[config.mk]
export PLATFORM = sky130hd
export DESIGN_NAME = reg_sequencer
export DESIGN_NICKNAME = d
export VERILOG_FILES = /design/src/rtl/reg_sequencer.sv
export SDC_FILE = /design/constraint.sdc
export NUM_CORES = 1
export LEC_CHECK = 0
export CAP_MARGIN = 0
export CORE_ASPECT_RATIO = 2
export CORE_MARGIN = 4
export CORE_UTILIZATION = 48
export CTS_BUF_LIST = sky130_fd_sc_hd__clkbuf_8 sky130_fd_sc_hd__clkbuf_16
export CTS_CLUSTER_DIAMETER = 30
export DETAILED_ROUTE_END_ITERATION = 7
export PLACE_DENSITY = 0.78
export SKIP_LAST_GASP = 1
export SLEW_MARGIN = 20
export SYNTH_ARGS = -nofsm -noshare
export SYNTH_HDL_FRONTEND = slang
export SYNTH_SLANG_ARGS = --single-unit
[constraint.sdc]
create_clock -name clk -period 3.07 [get_ports clk]
set_input_delay 0.614 -clock clk [delete_from_list [all_inputs] [get_ports clk]]
set_output_delay 0.614 -clock clk [all_outputs]
set_load 0.03 [all_outputs]
[src/rtl/reg_sequencer.sv]
// Four-cycle instruction sequencer in front of the 16 x 8 register file.
// Drives read selects, runs a small ALU and owns the always-writing file port.
//
// state | meaning
// IDLE  | ready for an instruction, write port refreshes A_sel
// READ  | A_sel/B_sel hold ra/rb while the file output settles
// EXEC  | capture A_in/B_in into the operand registers
// WB    | write rd (writing opcodes), update flags, pulse done/err
module reg_sequencer #(
    parameter int DATA_W = 8,
    parameter int SEL_W  = 4
) (
    input  logic              clk,
    input  logic              rst,
    input  logic [15:0]       instr,
    input  logic              instr_valid,
    output logic              instr_ready,
    output logic [SEL_W-1:0]  A_sel,
    output logic [SEL_W-1:0]  B_sel,
    input  logic [DATA_W-1:0] A_in,
    input  logic [DATA_W-1:0] B_in,
    output logic [SEL_W-1:0]  replaceSel,
    output logic [DATA_W-1:0] replaceData,
    output logic              zero,
    output logic              carry,
    output logic              done,
    output logic              err
);

    typedef enum logic [1:0] {
        IDLE = 2'd0,
        READ = 2'd1,
        EXEC = 2'd2,
        WB   = 2'd3
    } state_t;

    localparam logic [3:0] OP_NOP = 4'd0;
    localparam logic [3:0] OP_LDI = 4'd1;
    localparam logic [3:0] OP_ADD = 4'd2;
    localparam logic [3:0] OP_SUB = 4'd3;
    localparam logic [3:0] OP_AND = 4'd4;
    localparam logic [3:0] OP_OR  = 4'd5;
    localparam logic [3:0] OP_XOR = 4'd6;
    localparam logic [3:0] OP_MOV = 4'd7;
    localparam logic [3:0] OP_SHL = 4'd8;
    localparam logic [3:0] OP_SHR = 4'd9;

    state_t             state_q, state_d;
    logic               ready_q, ready_d;
    logic [15:0]        instr_q, instr_d;
    logic [SEL_W-1:0]   a_sel_q, a_sel_d;
    logic [SEL_W-1:0]   b_sel_q, b_sel_d;
    logic [DATA_W-1:0]  opa_q, opa_d;
    logic [DATA_W-1:0]  opb_q, opb_d;
    logic               zero_q, zero_d;
    logic               carry_q, carry_d;
    logic               done_q, done_d;
    logic               err_q, err_d;

    logic [3:0]         opcode;
    logic               illegal;
    logic [DATA_W:0]    sum;
    logic [DATA_W:0]    diff;
    logic [DATA_W-1:0]  alu_res;
    logic               alu_c;
    logic               alu_wr;
    logic               wb_write;

    assign opcode  = instr_q[15:12];
    assign illegal = (opcode >= 4'd10);

    // ALU works from the captured operands, so rd == ra/rb sees pre-write values.
    always_comb begin
        alu_res = '0;
        alu_c   = 1'b0;
        alu_wr  = 1'b1;
        sum     = {1'b0, opa_q} + {1'b0, opb_q};
        diff    = {1'b0, opa_q} - {1'b0, opb_q};
        case (opcode)
            OP_NOP: alu_wr = 1'b0;
            OP_LDI: alu_res = DATA_W'(instr_q[7:0]);
            OP_ADD: begin
                alu_res = sum[DATA_W-1:0];
                alu_c   = sum[DATA_W];
            end
            OP_SUB: begin
                alu_res = diff[DATA_W-1:0];
                alu_c   = diff[DATA_W];
            end
            OP_AND: alu_res = opa_q & opb_q;
            OP_OR:  alu_res = opa_q | opb_q;
            OP_XOR: alu_res = opa_q ^ opb_q;
            OP_MOV: alu_res = opa_q;
            OP_SHL: begin
                alu_res = {opa_q[DATA_W-2:0], 1'b0};
                alu_c   = opa_q[DATA_W-1];
            end
            OP_SHR: begin
                alu_res = {1'b0, opa_q[DATA_W-1:1]};
                alu_c   = opa_q[0];
            end
            default: alu_wr = 1'b0;
        endcase
    end

    always_comb begin
        state_d = state_q;
        ready_d = ready_q;
        instr_d = instr_q;
        a_sel_d = a_sel_q;
        b_sel_d = b_sel_q;
        opa_d   = opa_q;
        opb_d   = opb_q;
        zero_d  = zero_q;
        carry_d = carry_q;
        done_d  = 1'b0;
        err_d   = 1'b0;
        case (state_q)
            IDLE: begin
                if (instr_valid) begin
                    instr_d = instr;
                    a_sel_d = SEL_W'(instr[7:4]);
                    b_sel_d = SEL_W'(instr[3:0]);
                    ready_d = 1'b0;
                    state_d = READ;
                end
            end
            READ: state_d = EXEC;
            EXEC: begin
                opa_d   = A_in;
                opb_d   = B_in;
                done_d  = 1'b1;
                err_d   = illegal;
                state_d = WB;
            end
            WB: begin
                if (alu_wr) begin
                    zero_d  = (alu_res == '0);
                    carry_d = alu_c;
                end
                ready_d = 1'b1;
                state_d = IDLE;
            end
            default: begin
                ready_d = 1'b1;
                state_d = IDLE;
            end
        endcase
    end

    always_ff @(posedge clk or posedge rst) begin
        if (rst) begin
            state_q <= IDLE;
            ready_q <= 1'b1;
            instr_q <= '0;
            a_sel_q <= '0;
            b_sel_q <= '0;
            opa_q   <= '0;
            opb_q   <= '0;
            zero_q  <= 1'b0;
            carry_q <= 1'b0;
            done_q  <= 1'b0;
            err_q   <= 1'b0;
        end else begin
            state_q <= state_d;
            ready_q <= ready_d;
            instr_q <= instr_d;
            a_sel_q <= a_sel_d;
            b_sel_q <= b_sel_d;
            opa_q   <= opa_d;
            opb_q   <= opb_d;
            zero_q  <= zero_d;
            carry_q <= carry_d;
            done_q  <= done_d;
            err_q   <= err_d;
        end
    end

    // Outside a writing WB the file rewrites A_sel with its own value.
    assign wb_write    = (state_q == WB) && alu_wr;
    assign replaceSel  = wb_write ? SEL_W'(instr_q[11:8]) : a_sel_q;
    assign replaceData = wb_write ? alu_res : A_in;

    assign instr_ready = ready_q;
    assign A_sel       = a_sel_q;
    assign B_sel       = b_sel_q;
    assign zero        = zero_q;
    assign carry       = carry_q;
    assign done        = done_q;
    assign err         = err_q;

endmodule

# [After elaboration in Yosys (flattened, before gate mapping)]
# Index checks and enable logic that the tools add are counted.
[totals] reg_bits=47 in_bits=35 wordCells=49
[op_classes] n_addsub=2 order_cmp=1 eq_ne=13 muxes=11 n_bitwise=3 n_reduce_logical=8
[op_table] operator="$pmux W8 S9" n=1
[op_table] operator="$eq A4 B3 Y1 const B" n=4
[op_table] operator="$add A8 B8 Y9" n=1
[op_table] operator="$reduce_or A9 Y1" n=1
[op_table] operator="$sub A8 B8 Y9" n=1
[op_table] operator="$and A8 B8 Y8" n=1
[op_table] operator="$eq A4 B2 Y1 const B" n=2
[op_table] operator="$eq A4 B4 Y1 const B" n=2
[op_table] operator="$logic_not A8 Y1" n=1
[op_table] operator="$mux W8" n=1
[op_table] operator="$or A8 B8 Y8" n=1
[op_table] operator="$pmux W2 S4" n=1
[op_table] operator="$xor A8 B8 Y8" n=1
[op_table] operator="$reduce_and A2 Y1" n=3
[op_table] operator="$eq A2 B2 Y1 const B" n=2
[op_table] operator="$eq A4 B1 Y1 const B" n=1
[op_table] operator="$ge A4 B4 Y1 const B" n=1
[op_table] operator="$mux W1" n=4
[op_table] operator="$mux W4" n=1
[op_table] operator="$pmux W1 S4" n=1
[op_table] operator="$eq A2 B1 Y1 const B" n=1
[op_table] operator="$logic_not A2 Y1" n=1
[op_table] operator="$mux W2" n=1
[op_table] operator="$ne A2 B2 Y1 const B" n=1
[op_table] operator="other kinds (3)" n=3

# [Depth between registers and ports, before layout]
[logic_depth] ltp_word=5 ltp_mapped=11 depth_no_buf=11

# [Worst setup path after synthesis]
# Ideal clock, no wire load.
[synth_timing] path_type="register to output" from="register opa_q[0]" to="output port replaceData[6]" arrival_time_ns=2.494 required_time_ns=2.456 path_slack_ns=-0.038 stages_incl_launch_ff=12 n_path_buf=0 cell_sequence="dfrtp_1 > inv_1 > ha_1 > inv_1 > fa_1 > nor2b_1 > o311ai_1 > a21oi_1 > a221o_1 > o22ai_1 > nand3_1 > mux2_2"
[synth_between] elab_chain_cells=3 word_cells_on_any_way=4 cone_classes="add/sub: 2; mux: 2"
[synth_rtl] item="start, declared" line="53" rtl="logic [DATA_W-1:0] opa_q, opa_d;"
[synth_rtl] item="start signal, assigned" line="170" rtl="opa_q <= opa_d;"
[synth_rtl] item="$sub A8 B8 Y9 / $add A8 B8 Y9 (equally long branches)" line="78, 77"
[synth_rtl] item="$pmux W8 S9 (*)" line="79" rtl="case (opcode)"
[synth_rtl] item="$mux W8 (*)" line="182" rtl="assign replaceData = wb_write ? alu_res : A_in;"
[synth_rtl] item="end, declared" line="23" rtl="output logic [DATA_W-1:0] replaceData,"
# Every way passes the cells marked *; elsewhere a longest branch is shown, timed or not.

# [Worst setup path after layout]
# Ends and elaborated chain as after synthesis.

==> results by group <==
Placement
  – Detail Placement HPWL: ~7600 um
  – IO buf count: 59
  – Placer congestion estimate: approximately 0.98
  – Pre-CTS setup slack: -0.686 ns
  – Post-Place Cell Area: around 4200 um2

Setup path
  – Critical path peak fanout: 2
  – Worst R2R Setup Slack: roughly 0.06 ns
  – Number of cells on the critical path: 13
  – Cell with the largest stage delay on the worst path: sky130_fd_sc_hd__dfrtp_1
  – Launching point of the worst reg2reg path: opb_q[0]$_DFFE_PP0P_
  – Element type at the critical path start: register
  – Data required time at the worst endpoint: 2.46 ns
  – Critical Setup Path Class: register to primary output
  – Category of the worst setup path capture point: primary output
  – Worst flop-to-flop path endpoint: zero$_DFFE_PP0P_
  – Number of buffer and inverter stages on the critical path: 4
  – Kind of cell with the highest combined delay on the critical path: compound AO/OA/AOI/OAI gates
  – Critical Path Max Stage Delay: a little under 0.4 ns
  – Worst r2r path cells: 16
  – Cell-by-cell trace of the critical path: inv_2 > ha_4 > inv_2 > fa_2 > nor2b_4 > o311ai_2 > buf_4 > a21oi_2 > a221o_1 > o22ai_1 > nand3_1 > mux2_4 > buf_6
  – Crit path top cell by count: sky130_fd_sc_hd__inv_2
  – Endpoint arrival time on the critical path: approximately 3 ns

Die
  – Die boundary width: approximately 65 um
  – Std-Cell Rows: between 40 and 50
  – Initial core utilization: roughly half
  – Die Y-Extent: 123 um
  – Core Box Area: about 6400 um2
  – Top-level port count: 60
  – Die Outline Area: around 8000 um2

Timing
  – Worst-Margin Slew: 0.679 ns
  – Final setup violation count: 8
  – Clk_skew: 0.00710 ns
  – F_max: 279 MHz
  – Slew Limit Headroom: a little over half
  – Worst Slack Setup Final: -0.517 ns
  – Number of failing hold endpoints at the final stage: 0
  – Tcrit/Tclk final: 117%
  – Unrepaired setup endpoints after global routing: yes
  – Post-route minimum period: 3.59 ns
  – Number of max-slew violations in the final report: 0

Job
  – Maxcap violations: 0

Clock network
  – Reg clk slew, reported paths: approximately 0.060 ns
  – Skew-Pair Late Insertion Delay: just under 0.3 ns
  – Library cell used as clock root buffer: sky130_fd_sc_hd__clkbuf_16
  – Maximum clock path buffer count: 2
  – Cts bufs inserted: 5
  – Clock sinks: 39
  – Count of H-tree levels built during CTS: 2
  – TritonCTS clock tree: done

Run status
  – Failing checks: setup timing
  – Run status: finished with violations

Cells and area
  – Net count, final: ~540
  – Leading cell type in the layout, fill and taps excluded: sky130_fd_sc_hd__buf_4
  – Multi-input gate area: between 2000 and 2500 um2
  – Util after Layout: 74.7%
  – Post-synthesis to final-layout area growth: 50.5%
  – Antenna diode count: 0
  – Share of final-layout standard cells stronger than drive strength 1: 38.4%
  – Most used cells in the layout excluding fill and tap cells: sky130_fd_sc_hd__buf_4, sky130_fd_sc_hd__clkdlybuf4s50_1, sky130_fd_sc_hd__dfrtp_1, sky130_fd_sc_hd__nand2_1
  – Combined flip-flop and latch cell area: roughly 980 um2
  – Number of inserted filler cells in the final layout: between 400 and 500
  – Area of all placed cells without fillers: 4750 um2

Logic synthesis
  – FFs w/ async S/R, synth: 100%
  – Sequential share of the synthesized area: between 30% and 40%
  – Post-synth top flop: sky130_fd_sc_hd__dfrtp_1
  – Number of synthesized register bits: 39
  – Cell variety after synth: 62
  – Number of flops mapped to enable cells by yosys: 0
  – Synthesized area per cell: a little over 9 um2
  – Cell area after technology mapping: 3160 um2
  – Yosys Warn Count: 0
  – Syn Nets: 412
  – Cell count after synthesis: 348

Pwr
  – Reported net switching power: ~0.0031 W
  – Sw Ratio: between 40% and 50%
  – Fraction of power consumed by sequential logic: roughly 15%
  – Max IR drop VDD: between 800 and 900 uV
  – Proportion of power drawn by the clock network: under 10%
  – Pwr/cell area: between 1000 and 1500 nW/um2
  – Internal power summed over all cells: between 0.003 and 0.004 W
  – Relative contribution of combinational cells to total power: 76.5%
  – Static leakage power: between 2 and 2.5 nW

Detailed routing
  – Post-DR vias/cell: between 5 and 6
  – Total via count in the routed design: ~3,100
  – 1st-pass router iterations: 4
  – Antenna violation net count after detailed routing: 0
  – Post-detailed-route DRC marker count: 0
  – Aggregate routed wire length: between 10,000 and 15,000 um
  – Average wire length per cell after detail routing: 18.3 um
  – Initial drt markers: roughly 150

Global routing
  – Largest net degree at the start of global routing: 40
  – Initial antenna violation count: 0
  – Total congestion overflow after global routing: 0
  – Via count of the first global-routing pass: roughly 3,300
  – First-pass GRT wire length: between 15,000 and 20,000 um
  – Overall global routing resource usage: 26.0%

Worst hold path
  – Cell depth of the worst min-delay path: 1
  – Worst Min Path Start: instr_q[11]$_DFFE_PP0P_
  – Type of the most critical hold path: register to register
  – Worst Hold Endpoint: instr_q[11]$_DFFE_PP0P_
timing repair:
item                                    4_1_cts  5_1_grt
endpoints found under the setup margin        6       12
hold buffers                                  0        0
setup buffers                                 9        7
resized for setup                            56       20
pin swaps                                    17       20
worst max-delay path by stage:
| stage | start | end |
|---|---|---|
| final | opa_q[0]$_DFFE_PP0P_ | replaceData[6] |
| after global placement | opa_q[0]$_DFFE_PP0P_ | replaceData[6] |
| after global routing | opa_q[0]$_DFFE_PP0P_ | replaceData[6] |
| after floorplan | opa_q[0]$_DFFE_PP0P_ | replaceData[6] |
| after detailed placement | opa_q[0]$_DFFE_PP0P_ | replaceData[6] |
| after CTS | opa_q[0]$_DFFE_PP0P_ | replaceData[6] |
layer usage:
layer  vias up  routed length (um)  track usage, %
li1       1486                   -               -
met1      1532                3690            27.4
met2        97                5740            48.1
met3        34                 335            3.39
met4         0                 499            14.8
met5         -                   0               0
synth_stat cells (3+ instances only):
cell type	number	area share, %
sky130_fd_sc_hd__o21ai_0	26	4.1
sky130_fd_sc_hd__buf_4	10	2.4
sky130_fd_sc_hd__o22ai_1	8	1.6
sky130_fd_sc_hd__nor2_1	17	2.0
sky130_fd_sc_hd__xnor2_1	5	1.4
sky130_fd_sc_hd__nor4_1	3	0.59
sky130_fd_sc_hd__o32ai_1	3	0.83
sky130_fd_sc_hd__nand3_1	7	1.1
sky130_fd_sc_hd__dfrtp_1	38	30
sky130_fd_sc_hd__nand2_1	33	3.9
sky130_fd_sc_hd__mux2i_1	6	1.9
sky130_fd_sc_hd__inv_2	3	0.36
sky130_fd_sc_hd__clkbuf_1	6	0.71
sky130_fd_sc_hd__buf_2	10	1.6
sky130_fd_sc_hd__a31oi_1	4	0.79
sky130_fd_sc_hd__a221oi_1	3	0.83
sky130_fd_sc_hd__o31ai_1	5	1.2
sky130_fd_sc_hd__mux2_2	27	9.6
sky130_fd_sc_hd__ha_1	27	11
sky130_fd_sc_hd__inv_1	29	3.4
sky130_fd_sc_hd__a21oi_1	11	1.7
sky130_fd_sc_hd__nand2b_1	6	1.2
sky130_fd_sc_hd__a22oi_1	4	0.95
sky130_fd_sc_hd__nor2b_1	7	1.4
power by group through the flow:
stage	sequential [W]	clock (W)	combinational [W]
2_1_floorplan	0.000979	0	0.00262
3_3_place_gp	0.000991	0	0.00423
3_5_place_dp	0.00101	0	0.00428
4_1_cts	0.00101	0.000568	0.00472
5_1_grt	0.00105	0.000590	0.00548
6_report	0.00101	0.000562	0.00513
sequential cells by signal, indices dropped and copies added (netlist names):
name,flops
carry,1
done,1
err,1
instr_q,16
instr_ready,1
opa_q,8
opb_q,8
state_q,2
zero,1
metrics by stage:
stage	cells	setup TNS (ns)	power [W]	hold WS [ns]
detailed placement	538	-1.72	0.00529	0.495
finish	562	-1.99	0.00671	0.506
global placement	538	-1.64	0.00522	0.464
CTS	555	-1.39	0.00630	0.508
floorplan	348	0	0.00360	0.475
global route	562	-2.77	0.00712	0.531
cells by family after synthesis:
logic type / synth area share (%)
and+or+nand+nor: 12.8
muxes: 13.0
buffers and inverters: 8.84
adders and majority gates: 12.0
AOI/OAI and AO/OA: 20.6
xor gates and xnor gates: 1.94
DFF: 31.0
layout make-up:
cell class / count / area share [%]
inverter: 32 / 2.58
multi-input combinational: 250 / 44.7
clock buffer: 7 / 3.21
tap: 86 / 2.26
timing repair buffer: 147 / 26.5
sequential: 39 / 20.6
clock inverter: 1 / 0.158
(Power assumes the default switching activity.)
